File: src/rtl/mem_access_unit_if.sv
// rtl/mem_access_unit_if.sv - request, data bus and response signals of the load/store unit
interface mem_access_unit_if #(
  parameter int XLEN   = 64,
  parameter int ADDR_W = 64
);
  localparam int NB = XLEN / 8;

  logic              req_valid;
  logic              req_ready;
  logic              req_load;
  logic              req_store;
  logic [1:0]        req_size;
  logic              req_unsigned;
  logic [ADDR_W-1:0] req_addr;
  logic [XLEN-1:0]   req_wdata;

  logic              dreq_valid;
  logic [ADDR_W-1:0] dreq_addr;
  logic [1:0]        dreq_size;
  logic [NB-1:0]     dreq_strobe;
  logic [XLEN-1:0]   dreq_data;

  logic              dresp_addr_ok;
  logic              dresp_data_ok;
  logic [XLEN-1:0]   dresp_data;

  logic              down_stall;
  logic              rsp_valid;
  logic [XLEN-1:0]   rsp_data;
  logic              rsp_misalign;
  logic              busy;

  // Unit side: takes requests, drives the bus, returns results
  modport slave (
    input  req_valid, req_load, req_store, req_size, req_unsigned, req_addr, req_wdata,
    output req_ready,
    output dreq_valid, dreq_addr, dreq_size, dreq_strobe, dreq_data,
    input  dresp_addr_ok, dresp_data_ok, dresp_data,
    input  down_stall,
    output rsp_valid, rsp_data, rsp_misalign, busy
  );

  // Environment side: pipeline plus bus slave
  modport master (
    output req_valid, req_load, req_store, req_size, req_unsigned, req_addr, req_wdata,
    input  req_ready,
    input  dreq_valid, dreq_addr, dreq_size, dreq_strobe, dreq_data,
    output dresp_addr_ok, dresp_data_ok, dresp_data,
    output down_stall,
    input  rsp_valid, rsp_data, rsp_misalign, busy
  );
endinterface

File: src/rtl/mem_access_unit.sv
// rtl/mem_access_unit.sv - load/store unit with held bus request and registered result; optional MEM_MISALIGN_EN
module mem_access_unit #(
  parameter int XLEN   = 64,
  parameter int ADDR_W = 64
) (
  input  logic               clk,
  input  logic               reset,
  mem_access_unit_if.slave   bus
);
  localparam int NB  = XLEN / 8;
  localparam int OFS = $clog2(NB);

  typedef enum logic [1:0] {IDLE, REQ, DATA, HOLD} state_t;

  state_t            state_q;
  logic [ADDR_W-1:0] addr_q;
  logic [1:0]        size_q;
  logic [OFS-1:0]    ofs_q;
  logic              uns_q;
  logic              store_q;
  logic [XLEN-1:0]   data_q;
  logic [NB-1:0]     strobe_q;
  logic [XLEN-1:0]   rsp_data_q;
  logic              dreq_valid_q;
  logic              rsp_valid_q;
  logic              busy_q;
  logic              ready_q;
`ifdef MEM_MISALIGN_EN
  logic              misalign_q;
`endif

  logic [1:0]        eff_size;
  logic [ADDR_W-1:0] size_mask;
  logic [ADDR_W-1:0] aligned_addr;
  logic              misaligned;
  logic [OFS-1:0]    req_ofs;
  logic [3:0]        nbytes;
  logic [2*NB-1:0]   lanes_mask;
  logic [2*NB-1:0]   strobe_wide;
  logic [XLEN-1:0]   st_data;
  logic [NB-1:0]     st_strobe;
  logic              accept;

  // Request decode: effective size, alignment, shifted store data and byte strobes
  always_comb begin
    eff_size = bus.req_size;
    if (XLEN == 32 && bus.req_size == 2'd3) eff_size = 2'd2;
    size_mask  = (ADDR_W'(1) << eff_size) - ADDR_W'(1);
    misaligned = |(bus.req_addr & size_mask);
`ifdef MEM_MISALIGN_EN
    aligned_addr = bus.req_addr;
`else
    aligned_addr = bus.req_addr & ~size_mask;
`endif
    req_ofs     = aligned_addr[OFS-1:0];
    nbytes      = 4'd1 << eff_size;
    lanes_mask  = ((2*NB)'(1) << nbytes) - (2*NB)'(1);
    strobe_wide = lanes_mask << req_ofs;
    st_strobe   = strobe_wide[NB-1:0];
    st_data     = bus.req_wdata << {req_ofs, 3'b000};
    accept      = bus.req_valid & ready_q & (bus.req_load | bus.req_store);
  end

  logic [XLEN-1:0] ld_shift;
  logic [6:0]      nbits;
  logic [XLEN-1:0] ld_mask;
  logic [XLEN-1:0] ld_top;
  logic            ld_sign;
  logic [XLEN-1:0] ld_ext;

  // Load lane extraction and sign/zero extension from the top bit of the accessed size
  always_comb begin
    ld_shift = bus.dresp_data >> {ofs_q, 3'b000};
    nbits    = 7'd8 << size_q;
    ld_mask  = (int'(nbits) >= XLEN) ? '1 : ((XLEN'(1) << nbits) - XLEN'(1));
    ld_top   = ld_mask & ~(ld_mask >> 1);
    ld_sign  = |(ld_shift & ld_top);
    ld_ext   = (ld_shift & ld_mask) | ((ld_sign & ~uns_q) ? ~ld_mask : '0);
  end

  // Transaction FSM with all bus and response outputs registered
  always_ff @(posedge clk or posedge reset) begin
    if (reset) begin
      state_q      <= IDLE;
      addr_q       <= '0;
      size_q       <= '0;
      ofs_q        <= '0;
      uns_q        <= 1'b0;
      store_q      <= 1'b0;
      data_q       <= '0;
      strobe_q     <= '0;
      rsp_data_q   <= '0;
      dreq_valid_q <= 1'b0;
      rsp_valid_q  <= 1'b0;
      busy_q       <= 1'b0;
      ready_q      <= 1'b1;
`ifdef MEM_MISALIGN_EN
      misalign_q   <= 1'b0;
`endif
    end else begin
      case (state_q)
        IDLE: begin
          if (accept) begin
            addr_q   <= aligned_addr;
            size_q   <= eff_size;
            ofs_q    <= req_ofs;
            uns_q    <= bus.req_unsigned;
            store_q  <= bus.req_store;
            data_q   <= bus.req_store ? st_data : '0;
            strobe_q <= bus.req_store ? st_strobe : '0;
            busy_q   <= 1'b1;
            ready_q  <= 1'b0;
`ifdef MEM_MISALIGN_EN
            if (misaligned) begin
              state_q     <= HOLD;
              rsp_valid_q <= 1'b1;
              rsp_data_q  <= '0;
              misalign_q  <= 1'b1;
            end else begin
              state_q      <= REQ;
              dreq_valid_q <= 1'b1;
            end
`else
            state_q      <= REQ;
            dreq_valid_q <= 1'b1;
`endif
          end
        end
        REQ, DATA: begin
          if (bus.dresp_data_ok) begin
            state_q      <= HOLD;
            dreq_valid_q <= 1'b0;
            rsp_valid_q  <= 1'b1;
            rsp_data_q   <= store_q ? '0 : ld_ext;
          end else if (state_q == REQ && bus.dresp_addr_ok) begin
            state_q <= DATA;
          end
        end
        HOLD: begin
          if (!bus.down_stall) begin
            state_q     <= IDLE;
            rsp_valid_q <= 1'b0;
            busy_q      <= 1'b0;
            ready_q     <= 1'b1;
`ifdef MEM_MISALIGN_EN
            misalign_q  <= 1'b0;
`endif
          end
        end
        default: state_q <= IDLE;
      endcase
    end
  end

  assign bus.req_ready   = ready_q;
  assign bus.dreq_valid  = dreq_valid_q;
  assign bus.dreq_addr   = addr_q;
  assign bus.dreq_size   = size_q;
  assign bus.dreq_strobe = strobe_q;
  assign bus.dreq_data   = data_q;
  assign bus.rsp_valid   = rsp_valid_q;
  assign bus.rsp_data    = rsp_data_q;
  assign bus.busy        = busy_q;
`ifdef MEM_MISALIGN_EN
  assign bus.rsp_misalign = misalign_q;
`else
  assign bus.rsp_misalign = 1'b0;
  logic unused_misaligned;
  assign unused_misaligned = misaligned;
`endif
endmodule

File: src/flat_wrapper.sv
// flat-port wrapper written by rule: the top's interface ports become plain ports
module mem_access_unit_flat 
#(
  parameter int XLEN   = 64,
  parameter int ADDR_W = 64
)
  (clk, reset, bus_req_valid, bus_req_load, bus_req_store, bus_req_size, bus_req_unsigned, bus_req_addr, bus_req_wdata, bus_req_ready, bus_dreq_valid, bus_dreq_addr, bus_dreq_size, bus_dreq_strobe, bus_dreq_data, bus_dresp_addr_ok, bus_dresp_data_ok, bus_dresp_data, bus_down_stall, bus_rsp_valid, bus_rsp_data, bus_rsp_misalign, bus_busy);
  mem_access_unit_if #(.XLEN(XLEN), .ADDR_W(ADDR_W)) bus_i ();
  input  logic clk;
  input  logic reset;
  input wire logic [$bits(bus_i.req_valid)-1:0] bus_req_valid;
  input wire logic [$bits(bus_i.req_load)-1:0] bus_req_load;
  input wire logic [$bits(bus_i.req_store)-1:0] bus_req_store;
  input wire logic [$bits(bus_i.req_size)-1:0] bus_req_size;
  input wire logic [$bits(bus_i.req_unsigned)-1:0] bus_req_unsigned;
  input wire logic [$bits(bus_i.req_addr)-1:0] bus_req_addr;
  input wire logic [$bits(bus_i.req_wdata)-1:0] bus_req_wdata;
  output wire logic [$bits(bus_i.req_ready)-1:0] bus_req_ready;
  output wire logic [$bits(bus_i.dreq_valid)-1:0] bus_dreq_valid;
  output wire logic [$bits(bus_i.dreq_addr)-1:0] bus_dreq_addr;
  output wire logic [$bits(bus_i.dreq_size)-1:0] bus_dreq_size;
  output wire logic [$bits(bus_i.dreq_strobe)-1:0] bus_dreq_strobe;
  output wire logic [$bits(bus_i.dreq_data)-1:0] bus_dreq_data;
  input wire logic [$bits(bus_i.dresp_addr_ok)-1:0] bus_dresp_addr_ok;
  input wire logic [$bits(bus_i.dresp_data_ok)-1:0] bus_dresp_data_ok;
  input wire logic [$bits(bus_i.dresp_data)-1:0] bus_dresp_data;
  input wire logic [$bits(bus_i.down_stall)-1:0] bus_down_stall;
  output wire logic [$bits(bus_i.rsp_valid)-1:0] bus_rsp_valid;
  output wire logic [$bits(bus_i.rsp_data)-1:0] bus_rsp_data;
  output wire logic [$bits(bus_i.rsp_misalign)-1:0] bus_rsp_misalign;
  output wire logic [$bits(bus_i.busy)-1:0] bus_busy;
  assign bus_i.req_valid = bus_req_valid;
  assign bus_i.req_load = bus_req_load;
  assign bus_i.req_store = bus_req_store;
  assign bus_i.req_size = bus_req_size;
  assign bus_i.req_unsigned = bus_req_unsigned;
  assign bus_i.req_addr = bus_req_addr;
  assign bus_i.req_wdata = bus_req_wdata;
  assign bus_req_ready = bus_i.req_ready;
  assign bus_dreq_valid = bus_i.dreq_valid;
  assign bus_dreq_addr = bus_i.dreq_addr;
  assign bus_dreq_size = bus_i.dreq_size;
  assign bus_dreq_strobe = bus_i.dreq_strobe;
  assign bus_dreq_data = bus_i.dreq_data;
  assign bus_i.dresp_addr_ok = bus_dresp_addr_ok;
  assign bus_i.dresp_data_ok = bus_dresp_data_ok;
  assign bus_i.dresp_data = bus_dresp_data;
  assign bus_i.down_stall = bus_down_stall;
  assign bus_rsp_valid = bus_i.rsp_valid;
  assign bus_rsp_data = bus_i.rsp_data;
  assign bus_rsp_misalign = bus_i.rsp_misalign;
  assign bus_busy = bus_i.busy;
  mem_access_unit #(.XLEN(XLEN), .ADDR_W(ADDR_W)) u_core (.clk(clk), .reset(reset), .bus(bus_i));
endmodule
File: config.mk
export PLATFORM = sky130hd
export DESIGN_NAME = mem_access_unit_flat
export DESIGN_NICKNAME = d
export VERILOG_FILES = /design/src/rtl/mem_access_unit_if.sv /design/src/rtl/mem_access_unit.sv /design/src/flat_wrapper.sv
export SDC_FILE = /design/constraint.sdc
export NUM_CORES = 1
export LEC_CHECK = 0
export ABC_AREA = 0
export BUFFER_PORTS_ARGS = -buffer_cell sky130_fd_sc_hd__buf_2
export CAP_MARGIN = 20
export CORE_MARGIN = 8
export CORE_UTILIZATION = 50
export CTS_CLUSTER_DIAMETER = 80
export CTS_CLUSTER_SIZE = 12
export DETAILED_ROUTE_END_ITERATION = 10
export PLACE_DENSITY_LB_ADDON = 0.1
export SLEW_MARGIN = 0
export SYNTH_ARGS = -nofsm -noshare
export SYNTH_HDL_FRONTEND = slang
export SYNTH_SLANG_ARGS = --single-unit
File: constraint.sdc
create_clock -name clk -period 10.9 [get_ports clk]
set_input_delay 1.09 -clock clk [delete_from_list [all_inputs] [get_ports clk]]
set_output_delay 1.09 -clock clk [all_outputs]
set_load 0.01 [all_outputs]
==> impl_results.md, run 1 <==
* Total Neg Setup Slack at 0 ns
* Clock slew at reported path FFs at 0.06 ns
* Largest area contributor in the netlist: dfrtp_1
* Via count of the first global-routing pass at 10427
* Depth of the CTS H-tree at 1
* Data arrival time at the worst-slack endpoint at 4.35 ns
* Clock tree from TritonCTS: built
* Fraction of synthesized cell area taken by the top area cell type at 47.0%
* Post-place instance area at 13300 um2
* Largest net degree at the start of global routing at 141
* Setup violation total in the final timing report at 0
* Clock Latency Late Sink at 0.50 ns
* Synth Instances at 1081
* Share of layout cells above drive strength 1 at 36.3%
* DRC violation count after routing at 0
* Register cell area after layout at 5260 um2
* Final worst clock skew at 0.0169 ns
* Most repeated cell in the gate-level netlist after synthesis: dfrtp_1
* Flip-flop and latch count after synthesis at 210
* Top FF cell, synth: dfrtp_1
* Category of the worst setup path capture point: register
* Synth Area per Inst at 10.3 um2
* Post-DR vias/cell at 5.92
* Leak pwr at 7.24 nW
* Internal power summed over all cells at 0.00221 W
* Multi-input logic area at 5450 um2
* Synth top cells by count: dfrtp_1 (209), nand2_1 (181), mux2i_1 (113)
* Filler Cells Inserted at 1881
* Number of enable flip-flop cells after synthesis at 0
* Post-CTS setup-driven buffer insertion count at 0
* Count of input and output buffers at 408
* Critical hold path startpoint: u_core.bus.dreq_data[12]
* Number of nets produced by synthesis at 1289
* VDD IR max at 135 uV
* Type of element launching the critical path: primary input
* Initial detailed-routing violation count at 888
* Final instance area at 13900 um2
* Syn. warnings at 0
* Total global-route track usage at 27.9%
* Path category of the worst min-delay check: reg2reg
* Post-synthesis sequential area ratio at 47.2%
* Maximum buffer depth of the clock tree at 3
* Final worst-path setup slack at 6.98 ns
* Routed wire length at 39.5 mm
* CTS root buffer: clkbuf_16
* Grt ovf at 0
* Wire length of the first global-routing pass at 59.5 mm
* Effective utilization at floorplan at 51.0%
* Critical Path Fanout Max at 38
* Setup repair after global routing missed its margin: no
* Pre-CTS setup slack at 6.49 ns
* Cell area after synthesis at 11100 um2
* Result of the run: finished, final reports clean
* I/O pins at 410
* Distinct cell type count after synthesis at 61
* Inserted Clock Buffers at 21
* Drt wl/cell at 22.8 um
* Nets at 1651
* Source of the critical timing path: bus_req_size[0]
* Final Critical Period at 3.92 ns
* Fraction of power spent switching nets at 40.2%
* Final Max Tran Viols at 0
* CTS resizes at 0
* Switching component of the power at 0.00148 W
* Die ar. at 27300 um2
* Post-DP HPWL at 29.7 mm
* Growth of design area from synthesis to finish at 25.2%
* Worst Setup Path Type: in2reg
* Area contributors post-synth: dfrtp_1 (47%), mux2i_1 (10%), nand2_1 (6.1%)
* Total iterations of the first detailed-routing run at 5
* Total design power at 0.00369 W
* Slew at the pin closest to its max-slew limit at 1.04 ns
* Initial antenna violation count at 3
* Remaining antenna violation count at 0
* Number of maximum-capacitance violations at 0
* Share of power burned in registers at 36.3%
* Combinational power share at 45.3%
* DIE WIDTH at 165 um
* Number of core rows at 54
* Clock network fraction of total power at 18.3%
* Power per unit of standard cell area at 265 nW/um2
* Startpoint of the worst-slack reg-to-reg timing path: u_core.ofs_q[0]
* Fin crit share at 36.0%
* Number of hold violations in the final report at 0
* Max_slew headroom at 30.1%
* Timing-limited maximum frequency at 0.255 GHz
* Via count at 10245
* Number of clock sinks at 210
* Gpl congestion at 0.966
* Core region area at 21800 um2
* Die Y at 165 um
* Data required time at the worst endpoint at 11.32 ns
* Hold Buf Count CTS at 0
* Async S/R FF share, synth at 100%
-- metal layers --
metal,wire length [um],GRT usage [%]
met2,19400,48.0
met1,14600,33.0
met4,1280,9.50
met3,4210,7.88
met5,40,0
-- cells by family after synthesis --
| group | synth area share, % |
|---|---|
| flip-flops | 47.2 |
| adder cells (fa/ha/maj) | 0.562 |
| AND/OR/NAND/NOR | 11.9 |
| XOR/XNOR | 0.0787 |
| other | 0.0337 |
| multiplexers | 17.3 |
| buffers and inverters | 4.33 |
| AO/OA/AOI/OAI | 18.5 |
-- through the flow --
stage / hold slack [ns] / cells / util [%]
floorplan: 0.495 / 1081 / -
global placement: 0.456 / 1698 / 60.9
detailed placement: 0.465 / 1698 / 60.9
CTS: 0.478 / 1729 / 63.6
global route: 0.503 / 1731 / 63.8
finish: 0.472 / 1732 / 63.8
-- cells in the final DEF, fill, tap and decap left out, drive strengths merged, types with 23 or more instances in the layout --
master  count
mux2i     113
dfrtp     209
o21ai      84
nor2       50
clkbuf     30
a22o       28
mux2       49
a221o      45
inv        23
nand2     182
buf       423
-- path summary, 6_finish.rpt --
| path | slack [ns] | endpoint | cells after the start |
|---|---|---|---|
| min reg2reg | 0.47 | u_core.bus.dreq_data[12] | 2 |
| max | 6.98 | u_core.bus.dreq_data[5] | 9 |
| max in group asynchronous | 8.54 | u_core.bus.rsp_data[8] | 3 |
| min in group asynchronous | 0.81 | u_core.bus.dreq_addr[57] | 2 |
| min | 0.47 | u_core.bus.dreq_data[12] | 2 |
| max reg2reg | 7.45 | u_core.bus.rsp_data[47] | 6 |
-- cell type report --
class	instances	share of cell area (%)
multi-input cells	764	39.1
flip-flops and latches	210	37.7
repair buffers	423	15.7
clock buffers	30	4.09
well taps	280	2.51
inverters	23	0.673
clock inverters	1	0.216
diodes	1	0.0180
-- flip-flops by register name, summed over array words and instances (netlist names) --
signal / count
u_core.bus.dreq_data: 64
u_core.bus.rsp_data: 64
u_core.bus.dreq_addr: 62
u_core.bus.dreq_strobe: 8
u_core.bus.dreq_size: 2
u_core.ofs_q: 2
u_core.state_q: 2
u_core.bus.busy: 1
u_core.bus.dreq_valid: 1
u_core.bus.req_ready: 1
u_core.bus.rsp_valid: 1
u_core.store_q: 1
u_core.uns_q: 1
-- power groups by stage --
| stage | Clock (W) | Combinational, W | Sequential [W] |
|---|---|---|---|
| CTS | 0.000689 | 0.00166 | 0.00135 |
| detailed placement | 0 | 0.00166 | 0.00136 |
| finish | 0.000675 | 0.00167 | 0.00134 |
| global placement | 0 | 0.00162 | 0.00135 |
| global route | 0.000718 | 0.00182 | 0.00138 |
| floorplan | 0 | 0.000883 | 0.00144 |
-- worst max-delay path: stages --
cell	delay (ns)
buf_2	0.20
nor2b_1	0.22
ha_1	0.31
and2_2	0.20
buf_4	0.31
nor2_1	0.74
nand2_1	0.43
nor2_1	0.61
a22o_1	0.22
No activity file was read; power rests on OpenSTA's default activity.
==> run 2, diff against run 1 <==
clock period = 3.7 ns   (was 10.9 ns; I/O delays follow)
==> run 2 against run 1 <==
Clock power increased to 2.8 times the previous value; critical path type is now reg2reg; largest power group unchanged; first-iteration DRC count increased by 1.8%; core utilization increased by 0.25 points; wire length increased by 1.8%; clock-buffer cell count unchanged; worst hold slack got worse by 0.40 ns; design area increased by 0.39%; non-clock buffer count increased by 7; sequential share of layout area decreased by 0.15 points.
==> impl_results.md, run 2 (same netlist as run 1, synthesis figures left out) <==
* Count of placed standard cells including taps at 1706 (was 1698)
* Total iterations of the first detailed-routing run at 8 (was 5)
* Register-to-Register Setup Slack at 1.06 ns (was 7.45 ns)
* Worst Setup Path Type: reg2reg (was in2reg)
* Final cell count without fillers at 1740 (was 1732)
* Path category of the worst min-delay check: in2async (was reg2reg)
* Effective utilization at floorplan at 51.0% (unchanged)
* Remaining antenna violation count at 0 (unchanged)
* Total global-route track usage at 28.6% (was 27.9%)
* Initial detailed-routing violation count at 904 (was 888)
* Data required time at the worst endpoint at 4.12 ns (was 11.32 ns)
* Number of maximum-capacitance violations at 0 (unchanged)
* Wire length of the first global-routing pass at 61.0 mm (was 59.5 mm)
* Clock slew at reported path FFs at 0.07 ns (was 0.06 ns)
* Post-DR vias/cell at 5.91 (was 5.92)
* I/O pins at 410 (unchanged)
* Power per unit of standard cell area at 771 nW/um2 (was 265 nW/um2)
* Fin crit share at 71.4%
* CTS resizes at 0 (unchanged)
* Via count at 10275 (was 10245)
* DRC violation count after routing at 0 (unchanged)
* Commonest non-fill, non-tap cell in the layout: buf_2 (unchanged)
* Result of the run: finished, final reports clean (unchanged)
* Largest net degree at the start of global routing at 105 (was 141)
* Category of the worst setup path capture point: register (unchanged)
* Critical Path Fanout Max at 12 (was 38)
* Buf/Inv on CP at 3 (was 2)
* Slew at the pin closest to its max-slew limit at 1.07 ns (was 1.04 ns)
* Fraction of power spent switching nets at 40.5% (was 40.2%)
* Crit-path slowest cell: nor2_1 (unchanged)
* Number of core rows at 54 (unchanged)
* Data arrival time at the worst-slack endpoint at 3.06 ns (was 4.35 ns)
* Die ar. at 27300 um2 (unchanged)
* Share of power burned in registers at 36.7% (was 36.3%)
* VDD IR max at 452 uV (was 135 uV)
* Final worst clock skew at 0.0195 ns (was 0.0169 ns)
* DIE WIDTH at 165 um (unchanged)
* Setup violation total in the final timing report at 0 (unchanged)
* Post-CTS setup-driven buffer insertion count at 0 (unchanged)
* Switching component of the power at 0.00437 W (was 0.00148 W)
* Drt wl/cell at 23.1 um (was 22.8 um)
* Worst hold margin at 0.0705 ns (was 0.472 ns)
* Number of clock sinks at 210 (unchanged)
* Die Y at 165 um (unchanged)
* Cell family with most CP delay: simple AND/OR/NAND/NOR gates (unchanged)
* Grt ovf at 0 (unchanged)
* Depth of the CTS H-tree at 1 (unchanged)
* Clock tree from TritonCTS: built (unchanged)
* Post-place instance area at 13400 um2 (was 13300 um2)
* CTS root buffer: clkbuf_16 (unchanged)
* Internal power summed over all cells at 0.00642 W (was 0.00221 W)
* Timing-limited maximum frequency at 0.379 GHz
* Maximum buffer depth of the clock tree at 3 (unchanged)
* Total Neg Setup Slack at 0 ns (unchanged)
* FF-to-FF End: u_core.bus.dreq_data[5] (was u_core.bus.rsp_data[47])
* Filler Cells Inserted at 1913 (was 1881)
* Final Critical Period at 2.64 ns
* Leak pwr at 7.27 nW (was 7.24 nW)
* Type of element launching the critical path: register (was primary input)
* Post-DP HPWL at 30.3 mm (was 29.7 mm)
* Via count of the first global-routing pass at 10660 (was 10427)
* Combinational power share at 45.6% (was 45.3%)
* Growth of design area from synthesis to finish at 25.6% (was 25.2%)
* Number of hold violations in the final report at 0 (unchanged)
* Gpl congestion at 0.948 (was 0.966)
* Most used cells in the layout excluding fill and tap cells: buf_2 (408), dfrtp_1 (208), nand2_1 (180) (unchanged)
* Initial antenna violation count at 4 (was 3)
* Pre-CTS setup slack at 0.701 ns (was 6.49 ns)
* Clock network fraction of total power at 17.7% (was 18.3%)
* Startpoint of the worst-slack reg-to-reg timing path: u_core.state_q[0] (was u_core.ofs_q[0])
* Routed wire length at 40.2 mm (was 39.5 mm)
* Hold Buf Count CTS at 0 (unchanged)
* Clock Latency Late Sink at 0.50 ns (about the same)
* Final worst-path setup slack at 1.06 ns (was 6.98 ns)
* Share of layout cells above drive strength 1 at 36.6% (was 36.3%)
* Max_slew headroom at 27.9% (was 30.1%)
* Core region area at 21800 um2 (unchanged)
* Crit-path cells: inv_1 > ha_1 > nand4_1 > buf_4 > nor2_1 > buf_4 > nand2_1 > nor2_1 > a22o_1 (was buf_2 > nor2b_1 > ha_1 > and2_2 > buf_4 > nor2_1 > nand2_1 > nor2_1 > a22o_1)
* Delay contributed by the slowest stage of the critical path at 0.60 ns (was 0.74 ns)
* Nets at 1658 (was 1651)
* Final Max Tran Viols at 0 (unchanged)
* Setup repair after global routing missed its margin: no (unchanged)
* Inserted Clock Buffers at 21 (unchanged)
* Count of input and output buffers at 408 (unchanged)
* FF-to-FF path depth at 9 (was 6)
* Final instance area at 14000 um2 (was 13900 um2)
==> run 2: changes by cell type in the layout (fill, tap and decap cells not counted), sizes merged <==
cell / delta
clkinv: +1
diode: +1
buf: +7
inv: -1
bufinv: -1
clkinvlp: +1
==> run 2: worst max path at each step <==
stage	start	endpoint	depth (start not counted)
floorplan	reset	u_core.bus.busy	1
global placement	bus_req_size[0]	u_core.bus.dreq_data[1]	9
detailed placement	bus_req_size[0]	u_core.bus.dreq_data[6]	9
CTS	u_core.state_q[0]	u_core.bus.dreq_data[6]	9
global route	u_core.state_q[0]	u_core.bus.dreq_data[6]	9
finish	u_core.state_q[0]	u_core.bus.dreq_data[5]	9
==> run 2: routing by layer <==
layer	part of all wire, %	track usage, %
met5	0.090	0
met4	3.1	9.58
met3	9.8	7.06
met2	49	49.2
met1	38	34.6
==> run 2: cell type report <==
class,count,area (um2),share of cell area (%)
Inverter,23,90.1,0.644
Clock inverter,1,8.76,0.0626
Clock buffer,30,559,4.00
Timing Repair Buffer,430,2280,16.3
Multi-Input combinational cell,764,5440,38.9
Sequential cell,210,5260,37.6
Antenna cell,2,5.00,0.0358
Tap cell,280,350,2.50
==> run 2: per-stage QoR <==
| stage | util (%) | total power [W] |
|---|---|---|
| floorplan | - | 0.00683 |
| global route | 64.1 | 0.0115 |
| finish | 64.1 | 0.0108 |
| CTS | 64.0 | 0.0109 |
| detailed placement | 61.4 | 0.00891 |
| global placement | 61.4 | 0.00881 |
==> run 2: power groups by stage <==
stage / logic (W) / registers [W] / clock network (W)
after floorplan: 0.00260 / 0.00423 / 0
after global placement: 0.00485 / 0.00396 / 0
after detailed placement: 0.00494 / 0.00397 / 0
after CTS: 0.00495 / 0.00395 / 0.00196
after global routing: 0.00536 / 0.00408 / 0.00204
final: 0.00492 / 0.00396 / 0.00191
==> run 3, diff against run 2 <==
CORE_UTILIZATION = 45   (was 50)
clock period = 2.25 ns   (was 3.7 ns; I/O delays follow)
==> run 3 against run 2 <==
Maximum frequency grew 22%; via count grew 3.9%; power grew 71%; combinational power grew 78%; die area grew 10%; core utilization shrank 2.0 points; clock skew is essentially flat; largest cell class unchanged.
==> impl_results.md, run 3 (same netlist as run 1, synthesis figures left out) <==
* Result of the run: finished, final reports clean (unchanged)
* Most used cells in the layout excluding fill and tap cells: buf_2 (408), dfrtp_1 (208), nand2_1 (180) (unchanged)
* Cell occurring most often along the worst timing path: buf_4
* Register-to-Register Setup Slack at 0.08 ns (was 1.06 ns)
* Grt ovf at 0 (unchanged)
* Register cell area after layout at 5260 um2 (unchanged)
* Setup violation total in the final timing report at 0 (unchanged)
* Growth of design area from synthesis to finish at 35.6% (was 25.6%)
* Slew at the pin closest to its max-slew limit at 0.650 ns (was 1.07 ns)
* DIE WIDTH at 173 um (was 165 um)
* Delay contributed by the slowest stage of the critical path at 0.51 ns (was 0.60 ns)
* Final instance area at 15100 um2 (was 14000 um2)
* Commonest non-fill, non-tap cell in the layout: buf_2 (unchanged)
* Drt wl/cell at 22.7 um (was 23.1 um)
* Die Y at 173 um (was 165 um)
* Total Neg Setup Slack at 0 ns (unchanged)
* Post-DP HPWL at 31.4 mm (was 30.3 mm)
* Maximum buffer depth of the clock tree at 3 (unchanged)
* Via count of the first global-routing pass at 11103 (was 10660)
* Die ar. at 30000 um2 (was 27300 um2)
* Filler Cells Inserted at 2088 (was 1913)
* Data required time at the worst endpoint at 2.63 ns (was 4.12 ns)
* Initial detailed-routing violation count at 815 (was 904)
* Number of core rows at 57 (was 54)
* CTS root buffer: clkbuf_16 (unchanged)
* Nets at 1764 (was 1658)
* Number of hold violations in the final report at 0 (unchanged)
* Share of layout cells above drive strength 1 at 37.2% (was 36.6%)
* DRC violation count after routing at 0 (unchanged)
* Remaining antenna violation count at 0 (unchanged)
* Multi-input logic area at 5450 um2 (was 5440 um2)
* Initial antenna violation count at 5 (was 4)
* Category of the worst setup path capture point: register (unchanged)
* FF-to-FF End: u_core.bus.rsp_data[21] (was u_core.bus.dreq_data[5])
* Count of input and output buffers at 408 (unchanged)
* Clock slew at reported path FFs at 0.07 ns (about the same)
* Final worst clock skew at 0.0193 ns (was 0.0195 ns)
* Startpoint of the worst-slack reg-to-reg timing path: u_core.ofs_q[0] (was u_core.state_q[0])
* Critical hold path startpoint: bus_req_wdata[6]
* Crit-path cells: buf_4 > mux2i_1 > o22ai_1 > a222oi_1 > buf_4 > a211oi_4 > a221o_1 (was inv_1 > ha_1 > nand4_1 > buf_4 > nor2_1 > buf_4 > nand2_1 > nor2_1 > a22o_1)
* FF-to-FF path depth at 7 (was 9)
* Gpl congestion at 0.979 (was 0.948)
* Path category of the worst min-delay check: in2reg (was in2async)
* Source of the critical timing path: u_core.ofs_q[0] (was u_core.state_q[0])
* Worst Setup Path Type: reg2reg (unchanged)
* Leak pwr at 7.78 nW (was 7.27 nW)
* Clock Latency Late Sink at 0.52 ns (was 0.50 ns)
* Effective utilization at floorplan at 45.8% (was 51.0%)
* Final Critical Period at 2.17 ns (was 2.64 ns)
* Timing-limited maximum frequency at 0.461 GHz (was 0.379 GHz)
* Depth of the CTS H-tree at 1 (unchanged)
* Post-place instance area at 13800 um2 (was 13400 um2)
* Routed wire length at 42.9 mm (was 40.2 mm)
* Power per unit of standard cell area at 1220 nW/um2 (was 771 nW/um2)
* Cell depth of the worst min-delay path at 2
* VDD IR max at 703 uV (was 452 uV)
* Via count at 10672 (was 10275)
* Endpoint of the worst hold-timing path: u_core.bus.dreq_data[6]
* Inserted Clock Buffers at 21 (unchanged)
* Fin crit share at 96.5% (was 71.4%)
* Critical Path Fanout Max at 10 (was 12)
* Worst hold margin at 0.0234 ns (was 0.0705 ns)
* Crit-path slowest cell: dfrtp_2 (was nor2_1)
* Wire length of the first global-routing pass at 65.8 mm (was 61.0 mm)
* Total global-route track usage at 27.5% (was 28.6%)
* Core region area at 24300 um2 (was 21800 um2)
* Clock tree from TritonCTS: built (unchanged)
* Post-DR vias/cell at 5.66 (was 5.91)
* Largest net degree at the start of global routing at 110 (was 105)
* Number of maximum-capacitance violations at 0 (unchanged)
* Final Max Tran Viols at 0 (unchanged)
* Type of element launching the critical path: register (unchanged)
* Data arrival time at the worst-slack endpoint at 2.55 ns (was 3.06 ns)
* I/O pins at 410 (unchanged)
* Max_slew headroom at 56.7% (was 27.9%)
* Total iterations of the first detailed-routing run at 5 (was 8)
* Number of clock sinks at 210 (unchanged)
[run 3: changes by cell type in the layout (fill, tap and decap cells not counted), sizes merged]
cell	before	now
clkinv	1	0
inv	22	23
dlygate4sd3	0	65
clkbuf	30	25
buf	430	471
[run 3: area by class of cell]
type	count	share of cell area [%]
clock inverters	1	0.0580
inverters	23	0.597
well taps	324	2.69
flip-flops and latches	210	34.8
clock buffers	25	3.78
diodes	2	0.0331
multi-input cells	764	36.1
repair buffers	536	22.0
[run 3: through the flow]
stage          instances  worst slack (ns)  utilization (%)  power [W]
6_report            1885            0.0792             62.1     0.0184
5_1_grt             1885           -0.0239             62.1     0.0196
4_1_cts             1881            0.0585             61.9     0.0185
3_5_place_dp        1790            0.0694             56.9     0.0150
3_3_place_gp        1790             0.119             56.9     0.0149
2_1_floorplan       1081            -0.702                -     0.0112
[run 3: worst max path at each step]
stage	cells past startpoint	endpoint	slack, ns
floorplan	1	u_core.bus.busy	-0.70
global placement	8	u_core.bus.dreq_data[60]	0.12
detailed placement	6	u_core.bus.rsp_data[22]	0.07
CTS	6	u_core.bus.rsp_data[22]	0.06
global route	7	u_core.bus.rsp_data[18]	-0.02
finish	7	u_core.bus.rsp_data[21]	0.08
[run 3: power breakdown]
part           total, W  internal [W]  switching [W]
Combinational   0.00874       0.00385        0.00489
Sequential      0.00642       0.00538        0.00104
Clock           0.00324       0.00177        0.00148
[run 3: metal layers]
layer,GRT usage (%),routed length [um]
met4,11.1,1760
met1,32.4,16600
met5,0,39
met3,7.91,3700
met2,46.5,20700
[run 3: what timing repair did]
action,in CTS,in global routing
hold endpoints to repair,259,0
buffers inserted,0,2
gates resized for setup,0,3
endpoints found under the setup margin,0,46
hold buffers,65,0
[run 3: worst max-delay path, delay by kind of cell, from the launching register on]
kind	cells	cell delay, ns
muxes	1	0.19
DFF	1	0.51
buffers and inverters	2	0.37
AOI/OAI and AO/OA	4	0.95
